<file path="src/rtl/traffic_pkg.sv">
// Shared constants and helpers for the intersection demand-capture path.
package traffic_pkg;

  // Width of the debounce counter; supports DEBOUNCE_CYCLES up to 15.
  localparam int DEBOUNCE_W = 4;

  // Wait age at which a pending demand is flagged overdue. Kept equal to the
  // intersection's 25-cycle service bound so both sides agree on "late".
  localparam int OVERDUE_LIMIT_DEFAULT = 25;

  // Next debounce count: restart on a low level, count up to the target, then hold.
  function automatic logic [DEBOUNCE_W-1:0] debounce_next(
    input logic                  level,
    input logic [DEBOUNCE_W-1:0] cnt,
    input logic [DEBOUNCE_W-1:0] target
  );
    logic [DEBOUNCE_W-1:0] nxt;
    if (!level) begin
      nxt = '0;
    end else if (cnt < target) begin
      nxt = cnt + DEBOUNCE_W'(1);
    end else begin
      nxt = cnt;
    end
    return nxt;
  endfunction

endpackage

</file>
<file path="src/rtl/demand_channel.sv">
// One demand channel: synchronise and debounce a raw request line, hold it as a
// sticky request until the matching green, and track how long it has waited.
module demand_channel
  import traffic_pkg::*;
#(
  parameter int DEBOUNCE_CYCLES = 3,
  parameter int AGE_WIDTH       = 8,
  parameter int OVERDUE_LIMIT   = OVERDUE_LIMIT_DEFAULT
) (
  input  logic                 clk_i,
  input  logic                 rst_i,
  input  logic                 raw_i,
  input  logic                 green_i,
  output logic                 req_o,
  output logic [AGE_WIDTH-1:0] age_o,
  output logic                 overdue_o
);

  localparam logic [DEBOUNCE_W-1:0] DB_TARGET = DEBOUNCE_W'(DEBOUNCE_CYCLES);
  localparam logic [AGE_WIDTH-1:0]  AGE_MAX   = '1;
  localparam logic [31:0]           LIMIT     = 32'(OVERDUE_LIMIT);

  logic                  s1_q, s2_q;
  logic [DEBOUNCE_W-1:0] cnt_q, cnt_d;
  logic                  accept_q, accept_d;
  logic                  req_q, req_d;
  logic [AGE_WIDTH-1:0]  age_q, age_d;
  logic                  overdue_q, overdue_d;

  // Next-state logic: debounce, accept pulse, sticky request, age and overdue.
  always_comb begin
    cnt_d     = debounce_next(s2_q, cnt_q, DB_TARGET);
    // Pulse only on the transition into the target count, so a held input
    // fires once and must drop low before it can fire again.
    accept_d  = (cnt_d == DB_TARGET) && (cnt_q != DB_TARGET);
    req_d     = req_q;
    age_d     = '0;
    overdue_d = 1'b0;

    // Green clears first: a press during its own green counts as served.
    if (green_i) begin
      req_d = 1'b0;
    end else if (accept_q) begin
      req_d = 1'b1;
    end else begin
      req_d = req_q;
    end

    // Age starts at 0 on the first pending cycle and drops to 0 with the request.
    if (req_d && req_q) begin
      age_d = (age_q == AGE_MAX) ? age_q : age_q + AGE_WIDTH'(1);
    end else begin
      age_d = '0;
    end

    if (req_d && req_q) begin
      overdue_d = (32'(age_q) >= LIMIT);
    end else begin
      overdue_d = 1'b0;
    end
  end

  // State registers, including the two-flop synchroniser on the raw input.
  always_ff @(posedge clk_i or posedge rst_i) begin
    if (rst_i) begin
      s1_q      <= 1'b0;
      s2_q      <= 1'b0;
      cnt_q     <= '0;
      accept_q  <= 1'b0;
      req_q     <= 1'b0;
      age_q     <= '0;
      overdue_q <= 1'b0;
    end else begin
      s1_q      <= raw_i;
      s2_q      <= s1_q;
      cnt_q     <= cnt_d;
      accept_q  <= accept_d;
      req_q     <= req_d;
      age_q     <= age_d;
      overdue_q <= overdue_d;
    end
  end

  assign req_o     = req_q;
  assign age_o     = age_q;
  assign overdue_o = overdue_q;

endmodule

</file>
<file path="src/rtl/demand_capture.sv">
// Demand capture for the intersection: a pedestrian channel and a turn-lane
// channel, each an independent demand_channel. Wiring only.
module demand_capture
  import traffic_pkg::*;
#(
  parameter int DEBOUNCE_CYCLES = 3,
  parameter int AGE_WIDTH       = 8,
  parameter int OVERDUE_LIMIT   = OVERDUE_LIMIT_DEFAULT
) (
  input  logic                 clock,
  input  logic                 reset,
  input  logic                 pedestrian_button_raw,
  input  logic                 turn_sensor_raw,
  input  logic                 pedestrian_green,
  input  logic                 turn_green,
  output logic                 pedestrian_button,
  output logic                 turn_sensor,
  output logic [AGE_WIDTH-1:0] ped_wait_age,
  output logic [AGE_WIDTH-1:0] turn_wait_age,
  output logic                 ped_overdue,
  output logic                 turn_overdue
);

  demand_channel #(
    .DEBOUNCE_CYCLES(DEBOUNCE_CYCLES),
    .AGE_WIDTH      (AGE_WIDTH),
    .OVERDUE_LIMIT  (OVERDUE_LIMIT)
  ) u_ped (
    .clk_i    (clock),
    .rst_i    (reset),
    .raw_i    (pedestrian_button_raw),
    .green_i  (pedestrian_green),
    .req_o    (pedestrian_button),
    .age_o    (ped_wait_age),
    .overdue_o(ped_overdue)
  );

  demand_channel #(
    .DEBOUNCE_CYCLES(DEBOUNCE_CYCLES),
    .AGE_WIDTH      (AGE_WIDTH),
    .OVERDUE_LIMIT  (OVERDUE_LIMIT)
  ) u_turn (
    .clk_i    (clock),
    .rst_i    (reset),
    .raw_i    (turn_sensor_raw),
    .green_i  (turn_green),
    .req_o    (turn_sensor),
    .age_o    (turn_wait_age),
    .overdue_o(turn_overdue)
  );

endmodule

</file>
<file path="config.mk">
export PLATFORM = sky130hd
export DESIGN_NAME = demand_capture
export DESIGN_NICKNAME = d
export VERILOG_FILES = /design/src/rtl/traffic_pkg.sv /design/src/rtl/demand_channel.sv /design/src/rtl/demand_capture.sv
export SDC_FILE = /design/constraint.sdc
export NUM_CORES = 1
export LEC_CHECK = 0
export ABC_AREA = 1
export CAP_MARGIN = 20
export CORE_UTILIZATION = 48
export CTS_CLUSTER_SIZE = 14
export DETAILED_ROUTE_END_ITERATION = 8
export PLACE_DENSITY_LB_ADDON = 0.12
export SYNTH_ARGS = -nofsm -noshare
export SYNTH_HDL_FRONTEND = slang
export SYNTH_SLANG_ARGS = --single-unit
</file>
<file path="constraint.sdc">
create_clock -name clock -period 1.13 [get_ports clock]
set_clock_uncertainty 0.05 [all_clocks]
set_input_delay 0.226 -clock clock [delete_from_list [all_inputs] [get_ports clock]]
set_output_delay 0.226 -clock clock [all_outputs]
set_load 0.01 [all_outputs]
</file>
Word-level counts from Yosys, hierarchy flattened

Index checks and enable logic that the tools add are counted.

Bits in registers: 34
Bits of input ports: 6
Output and inout port bits: 20
Logic and storage cells: 48

Add/subtract/negate cells: 4
$lt $le $gt $ge: 4
Eq/ne operators: 8
Muxes and demuxes: 14
Reductions and logical operators: 4

Operators with widths:

| kind                  | count |
|---|---|
| $mux W8               | 4 |
| $add A8 B1 Y8 const B | 2 |
| $eq A8 B8 Y1 const B  | 2 |
| $ge A8 B5 Y1 const B  | 2 |
| $mux W4               | 4 |
| $add A4 B1 Y4 const B | 2 |
| $eq A4 B2 Y1 const B  | 2 |
| $lt A4 B2 Y1 const B  | 2 |
| $ne A4 B2 Y1 const B  | 2 |
| $mux W1               | 6 |
| $logic_and A1 B1 Y1   | 4 |
| $ne A2 B2 Y1 const B  | 2 |

Depth between registers and ports, before layout

Gate-level depths: netlist of run 1.

Depth after elaboration: 5
Mapped depth: 7
Gate-level depth less buffers: 7

Hierarchy

A second synthesis of run 1 with hierarchy kept.

Cell total of the unflattened synthesis: 202
Area, all modules: 1716.6 sq um

By module, submodules not included:

| module                  | times used | cells an instance | area each (sq um) | sequential area each (sq um) |
|---|---|---|---|---|
| demand_channel (u_ped)  | 1          | 100               | 867.1             | 425.4 |
| demand_channel (u_turn) | 1          | 102               | 849.6             | 425.4 |

Worst setup path after synthesis of run 1

OpenSTA, ideal clock, no wires.

Path type: register -> register
Start: reg u_ped.age_q[0], in the netlist u_ped.age_o[0]
End: reg u_ped.age_q[5], in the netlist u_ped.age_o[5]
Arrival time: 1.202 ns
Data required time: 1.015 ns
Path slack: -0.187 ns
Stages on the path, launching flop included: 8
Period minus slack after synthesis: 1.317 ns
Cells stage by stage: dfrtp_1 ha_1 nand2_2 nor2_4 nand3_4 nor2_4 inv_1 nand2_1

Longest elaborated chain between the ends: 3

RTL lines:

| what                     | line                 | text |
|---|---|---|
| start: declaration       | demand_channel.sv:27 | `logic [AGE_WIDTH-1:0] age_q, age_d;` |
| start signal: assignment | demand_channel.sv:79 | `age_q <= age_d;` |
| $add A8 B1 Y8            | demand_channel.sv:51 | `age_d = (age_q == AGE_MAX) ? age_q : age_q + AGE_WIDTH'(1);` |
| $mux W8                  | demand_channel.sv:51 |  |
| $mux W8                  | demand_channel.sv:50 | `if (req_d && req_q) begin` |

Parallel ways exist; a longest one is shown, timed or not. The select of a mux whose other input is x is not followed.
A chain may end at the register's enable or synchronous reset.

Worst setup path in the final report of run 1

Start: reg u_turn.age_q[0], in the netlist u_turn.age_o[0]
End: reg u_turn.age_q[5], in the netlist u_turn.age_o[5]

Longest elaborated chain between the ends: 3

RTL lines:

| what                     | line |
|---|---|
| start: declaration       | demand_channel.sv:27 |
| start signal: assignment | demand_channel.sv:79 |
| $add A8 B1 Y8            | demand_channel.sv:51 |
| $mux W8                  | demand_channel.sv:51 |
| $mux W8                  | demand_channel.sv:50 |

Parallel ways exist; a longest one is shown, timed or not. The select of a mux whose other input is x is not followed.

==> qor.json, run 1 <==
{
  "run_status": {"value": "complete, but fails checks"},
  "failing_checks": {"value": "setup timing"},
  "transition_time_at_the_pin_with_the_least_slew_margin": {"value": 287, "unit": "ps"},
  "power.clock.fraction": {"value": 0.303},
  "ys.warnings.count": {"value": 0},
  "setup_slack": {"value": -209, "unit": "ps"},
  "io-pin-count": {"value": 26},
  "layout_commonest_cell": {"value": "sky130_fd_sc_hd__buf_4"},
  "vdd_drop_max": {"value": 749, "unit": "uV"},
  "syn_to_final_growth": {"value": 52.1, "unit": "%"},
  "drtIter0Drc": {"value": 108},
  "switching_pwr": {"value": 0.605, "unit": "mW"},
  "period_minus_slack": {"value": 1340, "unit": "ps"},
  "cts.reportedPaths.clkPinSlew": {"value": 110, "unit": "ps"},
  "timing.critical_path.buf_inv": {"value": 1},
  "netSwitchingFraction": {"value": 0.261},
  "synth-async-reset-ratio": {"value": 1.00},
  "placeableCoreArea": {"value": 0.00334, "unit": "mm2"},
  "hp-class": {"value": "primary input to async pin"},
  "routabilityCongestion": {"value": 0.838},
  "num_antenna_cells": {"value": 0},
  "timing.critical_path.cells": {"value": "buf_6, ha_4, nand3_4, nor2_4, nand2_4, nand3_2, nand2_1, nor2_1"},
  "routed-via-count": {"value": 1576},
  "worst_ep_required_time": {"value": 1350, "unit": "ps"},
  "post_synth_instance_area": {"value": 0.00167, "unit": "mm2"},
  "arrival": {"value": 1560, "unit": "ps"},
  "final_min_period_over_clock_period": {"value": 1.18},
  "critPathLaunchType": {"value": "register"},
  "tritoncts.num_buffers": {"value": 5},
  "power_frac_seq": {"value": 0.561},
  "maximum_number_of_pins_on_one_net_before_global_route_repair": {"value": 21},
  "share_of_post_route_cells_with_drive_strength_above_1": {"value": 0.489},
  "synth_top_area_share": {"value": 0.509},
  "utilization_after_layout": {"value": 0.762},
  "internal_power": {"value": 1.71, "unit": "mW"},
  "timing.final.hold_violations": {"value": 0},
  "overflow": {"value": 0},
  "die_w": {"value": 61.0, "unit": "um"},
  "report.final.setup_viol": {"value": 32},
  "critPathKind": {"value": "register to register"},
  "clockBufferDepth": {"value": 2},
  "critical-path-top-delay-family": {"value": "simple AND/OR/NAND/NOR gates"},
  "grt_pass1_vias": {"value": 1518},
  "synthCells": {"value": 189},
  "critical_path.slowest_cell": {"value": "sky130_fd_sc_hd__dfrtp_1"},
  "groute.usage.overall": {"value": 0.234},
  "finish.net_count": {"value": 279},
  "synth_cell_types": {"value": 25},
  "syn-mean-instance-area": {"value": 8.84, "unit": "um2"},
  "first_pass_grt_wire_length": {"value": 6.24, "unit": "mm"},
  "synth_seq_cells": {"value": 34},
  "dieHeight": {"value": 61.0, "unit": "um"},
  "synth_sequential_area_ratio": {"value": 0.509},
  "timing_max_transition_violations_final": {"value": 0},
  "ctsRootBufferMaster": {"value": "sky130_fd_sc_hd__clkbuf_4"},
  "ys_dominant_reg_cell": {"value": "sky130_fd_sc_hd__dfrtp_1"},
  "critical_path_max_stage_delay": {"value": 390, "unit": "ps"},
  "synth.net_count": {"value": 203},
  "clkLatencyLatePin": {"value": 330, "unit": "ps"},
  "dpl_cell_area": {"value": 0.00220, "unit": "mm2"},
  "drt_first_pass_iters": {"value": 5},
  "cts.sinks": {"value": 34},
  "grt_antenna_before_repair": {"value": 0},
  "p_comb_frac": {"value": 0.136},
  "routed_wirelength": {"value": 4.08, "unit": "mm"},
  "synth_area_leader_cell": {"value": "sky130_fd_sc_hd__dfrtp_1"},
  "placement_rows": {"value": 21},
  "static_leakage": {"value": 1.32, "unit": "nW"},
  "detailed_route_vias_per_instance": {"value": 5.05},
  "fmax": {"value": 0.747, "unit": "GHz"},
  "drt.antenna.violating_nets": {"value": 0},
  "top_post_synthesis_cells_by_area": {"value": "sky130_fd_sc_hd__dfrtp_1 51%, sky130_fd_sc_hd__nand2_1 9.0%, sky130_fd_sc_hd__inv_1 6.7%"},
  "clock_tree.htree_level_count": {"value": 2},
  "fp.dieArea": {"value": 0.00372, "unit": "mm2"},
  "timing.max_slew.rel_slack": {"value": 0.808},
  "critical_path_peak_fanout": {"value": 4},
  "stdcell_area": {"value": 0.00254, "unit": "mm2"},
  "mostFrequentLayoutCells": {"value": "39 x sky130_fd_sc_hd__buf_4, 32 x sky130_fd_sc_hd__nand2_1, 32 x sky130_fd_sc_hd__dfrtp_1, 22 x sky130_fd_sc_hd__inv_1"},
  "port_buffers": {"value": 25},
  "synth-edff-count": {"value": 0},
  "remaining_drc_errors": {"value": 0},
  "cellPowerDensity": {"value": 912, "unit": "mW/mm2"},
  "place_hpwl": {"value": 2.44, "unit": "mm"},
  "crit_path_end_kind": {"value": "register"},
  "rsz0062_at_grt": {"value": "true"},
  "starting_density": {"value": 0.501},
  "wl_per_cell": {"value": 13.1, "unit": "um"},
  "cap_violations": {"value": 0},
  "clock_tree_from_tritoncts": {"value": "done"}
}
## final cells by class
class                   instances  area, um2
multi-input cells             123        908
repair buffers                 69        533
well taps                      46       57.6
inverters                      32        130
clock buffers                   7       55.1
clock inverters                 1       5.00
flip-flops and latches         34        853
fillers                       229        795
## worst register-to-register path, stage by stage (launching register included)
cell,delay (ps)
sky130_fd_sc_hd__dfrtp_1,390
sky130_fd_sc_hd__buf_6,120
sky130_fd_sc_hd__ha_4,140
sky130_fd_sc_hd__nand3_4,70
sky130_fd_sc_hd__nor2_4,200
sky130_fd_sc_hd__nand2_4,110
sky130_fd_sc_hd__nand3_2,70
sky130_fd_sc_hd__nand2_1,50
sky130_fd_sc_hd__nor2_1,80
## flip-flops by register name, summed over array words and instances, names as in the netlist, 4 cells and up
signal        cells
u_ped.cnt_q       4
u_turn.cnt_q      4
u_ped.age_o       8
u_turn.age_o      8
## cells in the mapped netlist, types with 2 or more instances
cell type / number
sky130_fd_sc_hd__ha_1: 8
sky130_fd_sc_hd__nand3_1: 16
sky130_fd_sc_hd__nor2_1: 19
sky130_fd_sc_hd__o21ai_1: 3
sky130_fd_sc_hd__o21ai_0: 2
sky130_fd_sc_hd__o21ai_2: 2
sky130_fd_sc_hd__xor2_1: 2
sky130_fd_sc_hd__nand2_1: 40
sky130_fd_sc_hd__xnor2_1: 3
sky130_fd_sc_hd__nor2_2: 2
sky130_fd_sc_hd__nand3_2: 2
sky130_fd_sc_hd__nand4_1: 3
sky130_fd_sc_hd__dfrtp_1: 34
sky130_fd_sc_hd__a21oi_1: 7
sky130_fd_sc_hd__inv_1: 30
sky130_fd_sc_hd__inv_2: 2
sky130_fd_sc_hd__nor2_4: 3
sky130_fd_sc_hd__nor3_1: 3
sky130_fd_sc_hd__nand2_2: 2
## worst paths after layout
path	end	slack (ps)	depth (start not counted)	start
min in group clock	u_ped.s1_q	290	1	pedestrian_button_raw
setup reg to reg	u_turn.age_o[5]	-210	8	u_turn.age_o[0]
hold reg to reg	u_ped.s2_q	310	0	u_ped.s1_q
hold / removal	u_turn.age_o[7]	180	3	reset
setup / recovery	u_turn.age_o[5]	-210	8	u_turn.age_o[0]
max in group asynchronous	u_ped.age_o[0]	620	3	reset
## power by group through the flow
stage	sequential (mW)	clock, mW	combinational [mW]
6_report	1.30	0.702	0.315
5_1_grt	1.31	0.770	0.354
4_1_cts	1.30	0.726	0.303
3_5_place_dp	1.31	0	0.254
3_3_place_gp	1.31	0	0.235
2_1_floorplan	1.31	0	0.143
## kinds of logic after synthesis
group / synth area share
simple gates: 0.283
flops: 0.509
buf+inv: 0.0719
compound gates: 0.0501
fa+ha+maj: 0.0599
xor+xnor: 0.0262
## through the flow
step / total power [mW] / cells / hold WS [ps] / setup TNS (ps) / setup slack [ps]
after floorplan: 1.46 / 189 / 207 / -1910 / -146
after global placement: 1.55 / 286 / 289 / -4020 / -270
after detailed placement: 1.57 / 286 / 287 / -4790 / -306
after CTS: 2.33 / 310 / 167 / -3390 / -193
after global routing: 2.43 / 312 / 195 / -5340 / -292
final: 2.32 / 312 / 176 / -3180 / -209
## timing repair
action,4_1_cts,5_1_grt
hold buffers,0,0
pin swaps,21,14
resized for setup,116,27
setup endpoints to repair,43,43
buffers inserted,16,2
## per-layer routing
layer	wire length (um)	track usage
met4	178	0.136
met1	1650	0.273
met5	0	0
met3	193	0.0714
met2	2060	0.385
Note: power is estimated with default switching activity, not from simulation.
==> inputs of run 2 (changes only) <==
--- a/config.mk
+++ b/config.mk
@@ -7,7 +7,8 @@
 export LEC_CHECK = 0
 export ABC_AREA = 1
 export CAP_MARGIN = 20
-export CORE_UTILIZATION = 48
+export CORE_UTILIZATION = 50
+export CTS_BUF_LIST = sky130_fd_sc_hd__clkbuf_8
 export CTS_CLUSTER_SIZE = 14
 export DETAILED_ROUTE_END_ITERATION = 8
 export PLACE_DENSITY_LB_ADDON = 0.12
==> run 2 against run 1 <==
Largest cell class unchanged. Critical path depth did not move. Worst setup slack got worse by 100 ps. Sequential power barely moved. The flow still finishes with violations (setup timing). Cell area rose by 7.0%.
==> qor.json, run 2 (synthesis gave the netlist of run 1 again) <==
{
  "run_status": {"value": "complete, but fails checks"},
  "failing_checks": {"value": "setup timing"},
  "routabilityCongestion": {"value": 0.792},
  "final_min_period_over_clock_period": {"value": 1.27},
  "finish.net_count": {"value": 283},
  "timing.critical_path.cells": {"value": "buf_6, buf_4, nand2_4, nor2_4, nand3_4, nor2_4, nand2_1, nand2_1"},
  "clkLatencyLatePin": {"value": 300, "unit": "ps"},
  "cts.reportedPaths.clkPinSlew": {"value": 80, "unit": "ps"},
  "cellPowerDensity": {"value": 1130, "unit": "mW/mm2"},
  "tritoncts.num_buffers": {"value": 5},
  "met3RoutedLength": {"value": 272, "unit": "um"},
  "clockBufferDepth": {"value": 2},
  "timing_max_transition_violations_final": {"value": 0},
  "share_of_post_route_cells_with_drive_strength_above_1": {"value": 0.530},
  "grt_pass1_vias": {"value": 1572},
  "cts.sinks": {"value": 34},
  "drt.antenna.violating_nets": {"value": 0},
  "worst_ep_required_time": {"value": 1310, "unit": "ps"},
  "m1WireLength": {"value": 2.13, "unit": "mm"},
  "grt_antenna_before_repair": {"value": 0},
  "layout_commonest_cell": {"value": "sky130_fd_sc_hd__buf_4"},
  "syn_to_final_growth": {"value": 62.7, "unit": "%"},
  "setup_slack": {"value": -310, "unit": "ps"},
  "drt_first_pass_iters": {"value": 7},
  "placeableCoreArea": {"value": 0.00310, "unit": "mm2"},
  "wl_met2": {"value": 2.90, "unit": "mm"},
  "maximum_number_of_pins_on_one_net_before_global_route_repair": {"value": 26},
  "io-pin-count": {"value": 26},
  "arrival": {"value": 1620, "unit": "ps"},
  "rsz0062_at_grt": {"value": "true"},
  "port_buffers": {"value": 25},
  "critical-path-top-delay-family": {"value": "simple AND/OR/NAND/NOR gates"},
  "timing.critical_path.buf_inv": {"value": 2},
  "setup_tns_after_final_layout": {"value": -4620, "unit": "ps"},
  "clock_tree_from_tritoncts": {"value": "done"},
  "ctsRootBufferMaster": {"value": "sky130_fd_sc_hd__clkbuf_8"},
  "drtIter0Drc": {"value": 160},
  "dieHeight": {"value": 59.8, "unit": "um"},
  "critical_path.slowest_cell": {"value": "sky130_fd_sc_hd__dfrtp_1"},
  "wl_per_cell": {"value": 17.7, "unit": "um"},
  "critical_path_max_stage_delay": {"value": 380, "unit": "ps"},
  "vdd_drop_max": {"value": 986, "unit": "uV"},
  "num_antenna_cells": {"value": 0},
  "first_pass_grt_wire_length": {"value": 6.90, "unit": "mm"},
  "utilization_after_layout": {"value": 0.877},
  "placement_rows": {"value": 20},
  "timing.final.hold_violations": {"value": 0},
  "detailed_route_vias_per_instance": {"value": 5.38},
  "crit_path_end_kind": {"value": "register"},
  "dr.max_layer_used": {"value": "met4"},
  "critPathLaunchType": {"value": "register"},
  "period_minus_slack": {"value": 1440, "unit": "ps"},
  "critical_path_peak_fanout": {"value": 6},
  "transition_time_at_the_pin_with_the_least_slew_margin": {"value": 291, "unit": "ps"},
  "starting_density": {"value": 0.539},
  "groute.usage.overall": {"value": 0.270},
  "overflow": {"value": 0},
  "layout.cells.non_filler": {"value": 314},
  "report.final.setup_viol": {"value": 27},
  "power": {"value": 3.08, "unit": "mW"},
  "clock_tree.htree_level_count": {"value": 2},
  "place_hpwl": {"value": 2.65, "unit": "mm"},
  "routed_wirelength": {"value": 5.55, "unit": "mm"},
  "placed_cells": {"value": 287},
  "critPathKind": {"value": "register to register"},
  "static_leakage": {"value": 1.40, "unit": "nW"},
  "hp-class": {"value": "primary input to async pin"},
  "mostFrequentLayoutCells": {"value": "41 x sky130_fd_sc_hd__buf_4, 33 x sky130_fd_sc_hd__dfrtp_1, 27 x sky130_fd_sc_hd__nand2_1, 23 x sky130_fd_sc_hd__inv_1, 16 x sky130_fd_sc_hd__buf_2"},
  "fmax": {"value": 0.694, "unit": "GHz"},
  "cts-hold-fix-buffers": {"value": 0},
  "cap_violations": {"value": 0},
  "fp.dieArea": {"value": 0.00358, "unit": "mm2"},
  "timing.max_slew.rel_slack": {"value": 0.804},
  "die_w": {"value": 59.8, "unit": "um"},
  "routed-via-count": {"value": 1690},
  "remaining_drc_errors": {"value": 0}
}
[run 2: layout make-up]
type | instances | area (um2)
timing repair buffer | 73 | 571
fill | 157 | 383
multi-input combinational | 123 | 970
clock inverter | 2 | 60.1
inverter | 32 | 130
clock buffer | 6 | 82.6
tap | 44 | 55.1
sequential | 34 | 852
[run 2: per-stage QoR]
stage	worst slack [ps]	area, um2	hold WS [ps]
detailed placement	-229	2220	286
global route	-361	2720	264
floorplan	-146	1680	207
global placement	-205	2220	284
CTS	-192	2480	251
finish	-310	2720	242
[run 2: path summary, 6_finish.rpt]
| check | startpoint | end | slack [ps] | depth (start not counted) |
|---|---|---|---|---|
| min in group clock | u_ped.s1_q | u_ped.s2_q | 300 | 0 |
| min reg2reg | u_ped.s1_q | u_ped.s2_q | 300 | 0 |
| max in group asynchronous | reset | u_ped.age_o[0] | 620 | 3 |
| max reg2reg | u_ped.age_o[2] | u_ped.age_o[1] | -310 | 8 |
| min | reset | u_ped.cnt_q[3] | 240 | 3 |
| max | u_ped.age_o[2] | u_ped.age_o[1] | -310 | 8 |
[run 2: timing repair]
| action | 4_1_cts | 5_1_grt |
|---|---|---|
| setup endpoints to repair | 43 | 30 |
| setup buffers | 10 | 10 |
| pin swaps | 21 | 26 |
| gates resized for setup | 115 | 43 |
[run 2: where the power goes]
group          internal [mW]  switching (mW)  leakage (nW)  total [mW]
Sequential              1.26          0.0426         0.459        1.31
Clock                  0.941           0.478        0.0714        1.42
Combinational          0.168           0.183         0.867       0.352
[run 2: worst min-delay path: cells and delay by family]
family,cells,cell delay (ps)
buffers and inverters,3,730
[run 2: layer usage]
metal,track usage,vias up
met4,0.159,0
met2,0.471,78
li1,-,752
met3,0.0758,30
met5,0,-
met1,0.288,830
==> patch 1, RTL diff (settings of run 1) <==
Register the inputs `pedestrian_button_raw` and `turn_sensor_raw` before use. The logic sees them one clock later. The other inputs are not delayed to match.
--- a/src/rtl/demand_capture.sv
+++ b/src/rtl/demand_capture.sv
@@ -21,6 +21,14 @@
   output logic                 turn_overdue
 );
 
+  logic pedestrian_button_raw_q;
+  logic turn_sensor_raw_q;
+
+  always_ff @(posedge clock) begin
+      pedestrian_button_raw_q <= pedestrian_button_raw;
+      turn_sensor_raw_q       <= turn_sensor_raw;
+  end
+
   demand_channel #(
     .DEBOUNCE_CYCLES(DEBOUNCE_CYCLES),
     .AGE_WIDTH      (AGE_WIDTH),
@@ -28,7 +36,7 @@
   ) u_ped (
     .clk_i    (clock),
     .rst_i    (reset),
-    .raw_i    (pedestrian_button_raw),
+    .raw_i    (pedestrian_button_raw_q),
     .green_i  (pedestrian_green),
     .req_o    (pedestrian_button),
     .age_o    (ped_wait_age),
@@ -42,7 +50,7 @@
   ) u_turn (
     .clk_i    (clock),
     .rst_i    (reset),
-    .raw_i    (turn_sensor_raw),
+    .raw_i    (turn_sensor_raw_q),
     .green_i  (turn_green),
     .req_o    (turn_sensor),
     .age_o    (turn_wait_age),
Formal check against the unedited RTL: not equivalent (Yosys sat finds a counterexample within 10 cycles, from zero or initial values and one cycle with reset high).
==> patch 1 against run 1 <==
The flow still finishes with violations (negative setup slack). Cell area up 6.7%. Largest cell class unchanged. Wire length up 14%. Highest routed layer unchanged. Worst setup slack worse by 0.020 ns. Area after synthesis up 2.4%. Sequential cell count up 2. Count of clock-buffer cells in the layout up 1. Total power up 7.6%. Global-route usage up 2.4 points.
==> patch 1: results (changes against run 1) <==
stage,metric,value,unit,change
sta,max_slew.worst_pin.slew,0.338,ns,+0.0513 ns
setup_path,reg2reg_from,u_turn.age_o[1]$_DFFE_PP0P_,,
setup_path,reg2regPathDepth,7,,-1
grt,grt_max_degree,18,,-14%
sta,setup_slack,-0.229,ns,-0.0204 ns
routing,drt_pass1_iterations,4,,-1
layout,fillers,208,,-9.2%
yosys,synthTopCellsByArea,"dfrtp_1 (50%), nand2_1 (8.8%), inv_1 (6.6%)",,
sta,finalSetupViolations,36,,+13%
layout,regArea,892,µm²,+4.5%
placement,preCtsSetupSlack,-0.334,ns,-0.0280 ns
setup_path,cp_max_fo,3,,-1
yosys,synth_nets,205,,+0.99%
routing,first_iter_violations,63,,-42%
placement,dpl.hpwl,2600,µm,+6.8%
clocking,clkSlewWorstSetupHoldPaths,0.11,ns,about the same
power_and_ir_drop,power_leakage,1.38,nW,+4.8%
grt,grt_pass1_wl,6840,µm,+9.6%
sta,holdWs,0.212,ns,+0.0368 ns
power_and_ir_drop,peakVddDrop,0.000697,V,-7.0%
outcome,violations,negative setup slack,,
yosys,async_reset_ff_frac,0.944,,-0.0556
placement,placement.cell_area,2270,µm²,+3.1%
outcome,status,finished with violations,,
layout,instances_no_fill,323,,+3.5%
grt,track_usage,0.258,,+0.0240
setup_path,critPathArrivalTime,1.54,ns,-0.02 ns
routing,wl_per_cell,14.4,µm,+10%
yosys,synth.distinct_cells,26,,+4.0%
power_and_ir_drop,p_sw,0.630,mW,+4.1%
patch 1: cell count changes in the layout (fill, tap and decap cells not counted), moves of 3 or more:
cell	before	now
nand2_1	32	28
nand2_2	7	11
nor2_1	16	13
buf_4	39	42
buf_6	8	14
patch 1: routing by layer:
layer / share of wire / global-route usage / vias to the layer above / routed length, µm
met5: 0 / 0 / - / 0
met4: 0.025 / 0.149 / 0 / 116
met3: 0.041 / 0.0683 / 16 / 191
met2: 0.55 / 0.452 / 53 / 2540
met1: 0.39 / 0.283 / 792 / 1810
li1: - / - / 774 / -
patch 1: final cells by class:
cell class	count	area share
multi-input combinational	123	0.341
sequential	36	0.329
timing repair buffer	78	0.235
inverter	32	0.0480
clock buffer	8	0.0254
tap	46	0.0212
patch 1: metrics by stage:
step / total power, mW / TNS, ns
finish: 2.49 / -4.14
detailed placement: 1.65 / -4.93
global placement: 1.62 / -4.12
global route: 2.61 / -6.22
CTS: 2.48 / -3.78
floorplan: 1.53 / -1.91
patch 1: worst max-delay path by stage:
stage                                startpoint                          end  slack (ns)  cells past startpoint
global placement                     turn_green  u_turn.age_o[0]$_DFFE_PP0P_       -0.30                      4
CTS                  u_ped.age_o[0]$_DFFE_PP0P_   u_ped.age_o[0]$_DFFE_PP0P_       -0.20                      8
finish              u_turn.age_o[1]$_DFFE_PP0P_  u_turn.age_o[6]$_DFFE_PP0P_       -0.23                      7
global route        u_turn.age_o[0]$_DFFE_PP0P_  u_turn.age_o[6]$_DFFE_PP0P_       -0.30                      7
detailed placement                   turn_green  u_turn.age_o[0]$_DFFE_PP0P_       -0.33                      4
floorplan           u_turn.age_o[0]$_DFFE_PP0P_  u_turn.age_o[6]$_DFFE_PP0P_       -0.15                      5
patch 1: cells by family (layout without fill, tap and decap cells):
family | Yosys count | after routing | synth area share
and+or+nand+nor | 95 | 95 | 0.276
DFF | 36 | 36 | 0.520
buffers and inverters | 32 | 118 | 0.0702
AOI/OAI and AO/OA | 15 | 15 | 0.0490
adders and majority gates | 8 | 8 | 0.0585
xor gates and xnor gates | 5 | 5 | 0.0256
patch 1: what timing repair did:
| item | CTS | global route |
|---|---|---|
| cloned | 0 | 0 |
| resized for setup | 109 | 45 |
| endpoints found under the setup margin | 43 | 43 |
| pin swaps | 28 | 21 |
| buffers inserted | 16 | 9 |
patch 1: power groups by stage:
stage | clock network [mW] | logic, mW | registers (mW)
after global routing | 0.854 | 0.366 | 1.39
after detailed placement | 0 | 0.256 | 1.39
after CTS | 0.815 | 0.294 | 1.37
final | 0.787 | 0.329 | 1.38
after floorplan | 0 | 0.143 | 1.39
after global placement | 0 | 0.238 | 1.39
patch 1: tightest hold or removal path, cell delays in order:
cell,delay [ns]
clkdlybuf4s50_1,0.40
inv_1,0.15
buf_12,0.18
==> patch 2, RTL diff (config.mk and constraints of run 1) <==
Without the edit above. The package constant `DEBOUNCE_W` goes from 4 to 6.
--- a/src/rtl/traffic_pkg.sv
+++ b/src/rtl/traffic_pkg.sv
@@ -2,7 +2,7 @@
 package traffic_pkg;
 
   // Width of the debounce counter; supports DEBOUNCE_CYCLES up to 15.
-  localparam int DEBOUNCE_W = 4;
+  localparam int DEBOUNCE_W = 6;
 
   // Wait age at which a pending demand is flagged overdue. Kept equal to the
   // intersection's 25-cycle service bound so both sides agree on "late".
Check against the original RTL: same outputs for any inputs over 10 cycles, from zero or initial values and one cycle with reset high; that may be too few to reach the edited logic, so the function may still have changed.
==> patch 2 against run 1 <==
The run still ends with negative setup slack left. Die area increased by 8.3%. Area after synthesis up 8.6%. Highest routed layer unchanged. Clock power rose by 36%. Critical path type unchanged. Sequential share of layout area rose by 1.1 points. Largest power group unchanged. Worst setup slack lost 0.079 ns. Critical path depth shrank 1. Total power rose by 17%. Largest cell class is now registers. Sequential cell count rose by 4. Wire length increased by 12%. Cell area grew 8.4%.
==> patch 2: results (changes against run 1) <==
stage,metric,value,unit,change
outcome,status,finished with violations,,
outcome,violations,negative setup slack,,
power_and_ir_drop,internal_power,2.05,mW,+20%
layout,instances_no_fill,325,,+4.2%
setup_path,cp_max_fo,5,,+1
layout,multi_input_area,907,µm²,-0.14%
placement,placement.cell_area,2430,µm²,+10%
layout,final_layout_size_suffix_gt1_frac,0.523,,+0.0346
grt,grt_pass1_wl,6940,µm,+11%
sta,finalSetupViolations,28,,-13%
setup_path,r2r_end,u_ped.age_o[1]$_DFFE_PP0P_,,
power_and_ir_drop,p_sw_frac,0.243,,-0.0184
setup_path,reg2reg_from,u_ped.age_o[1]$_DFFE_PP0P_,,
yosys,yosys-top-cells-count,"dfrtp_1 (38), nand2_1 (31), inv_1 (24)",,
yosys,synth_nets,209,,+3.0%
placement,gp_congestion,0.834,,-0.43%
routing,route.met3.wl,188,µm,-2.6%
routing,drt_pass1_iterations,4,,-1
sta,setup_slack,-0.288,ns,-0.0790 ns
layout,nNetsFinal,292,,+4.7%
yosys,synth_seq_cells,38,,+12%
grt,use_met3,0.0525,,-0.0189
power_and_ir_drop,peakVddDrop,0.000906,V,+21%
clocking,cts-root-buf,clkbuf_8,,
yosys,ys_seq_area_frac,0.524,,+0.0148
routing,via_count,1648,,+4.6%
layout,fillers,203,,-11%
layout,inverters,30,,-6.3%
layout,clk_share,0.0331,,+0.00951
yosys,synth.distinct_cells,26,,+4.0%
sta,max_slew.worst_pin.slew,0.279,ns,-0.00777 ns
power_and_ir_drop,power_leakage,1.43,nW,+8.4%
placement,preCtsSetupSlack,-0.268,ns,+0.0386 ns
layout,final_util,0.795,,+0.0328
grt,grt_max_degree,24,,+14%
setup_path,critPathArrivalTime,1.59,ns,+0.03 ns
yosys,netlist_instances,195,,+3.2%
grt,track_usage,0.224,,-0.00990
routing,routed-wl-met2,2320,µm,+13%
placement,dpl.hpwl,2660,µm,+9.1%
clocking,clkSlewWorstSetupHoldPaths,0.08,ns,-0.03 ns
yosys,synthTopCellsByArea,"dfrtp_1 (52%), nand2_1 (6.4%), ha_1 (5.5%)",,
setup_path,reg2regPathDepth,7,,-1
clocking,post_cts_resized,95,,-18%
## patch 2: cell types whose count changed in the layout (fill, tap and decap cells not counted), sizes merged, moves of 2 or more
cell | run 1 | this run
nand2 | 42 | 35
buf | 64 | 70
inv | 32 | 27
nor2 | 24 | 29
dfrtp | 34 | 38
nand3 | 19 | 22
nor3 | 4 | 7
o21ai | 7 | 10
xnor2 | 3 | 0
clkinv | 1 | 3
## patch 2: worst max-delay path: cells and delay by family (launching register included)
kind                       cells  cell delay (ns)
and+or+nand+nor                5             0.57
adders and majority gates      1             0.21
AOI/OAI and AO/OA              1             0.12
DFF                            1             0.39
## patch 2: cell families (layout without fill, tap and decap cells)
kind of cell / after synthesis / in the layout / share of synthesized area
AO/OA/AOI/OAI: 19 / 19 / 0.0620
adder cells (fa/ha/maj): 8 / 8 / 0.0551
flip-flops: 38 / 38 / 0.524
AND/OR/NAND/NOR: 98 / 98 / 0.285
buffers and inverters: 30 / 114 / 0.0648
XOR/XNOR: 2 / 2 / 0.00965
## patch 2: how the worst max path moves through the flow
| stage | from | end | slack, ns | cells past startpoint |
|---|---|---|---|---|
| after CTS | u_ped.age_o[1]$_DFFE_PP0P_ | u_ped.age_o[0]$_DFFE_PP0P_ | -0.21 | 8 |
| after global routing | u_ped.age_o[1]$_DFFE_PP0P_ | u_ped.age_o[0]$_DFFE_PP0P_ | -0.37 | 7 |
| after floorplan | u_ped.age_o[0]$_DFFE_PP0P_ | u_ped.age_o[0]$_DFFE_PP0P_ | -0.21 | 8 |
| after detailed placement | turn_green | u_turn.age_o[2]$_DFFE_PP0P_ | -0.27 | 6 |
| final | u_ped.age_o[1]$_DFFE_PP0P_ | u_ped.age_o[1]$_DFFE_PP0P_ | -0.29 | 7 |
| after global placement | turn_green | u_turn.age_o[2]$_DFFE_PP0P_ | -0.22 | 6 |
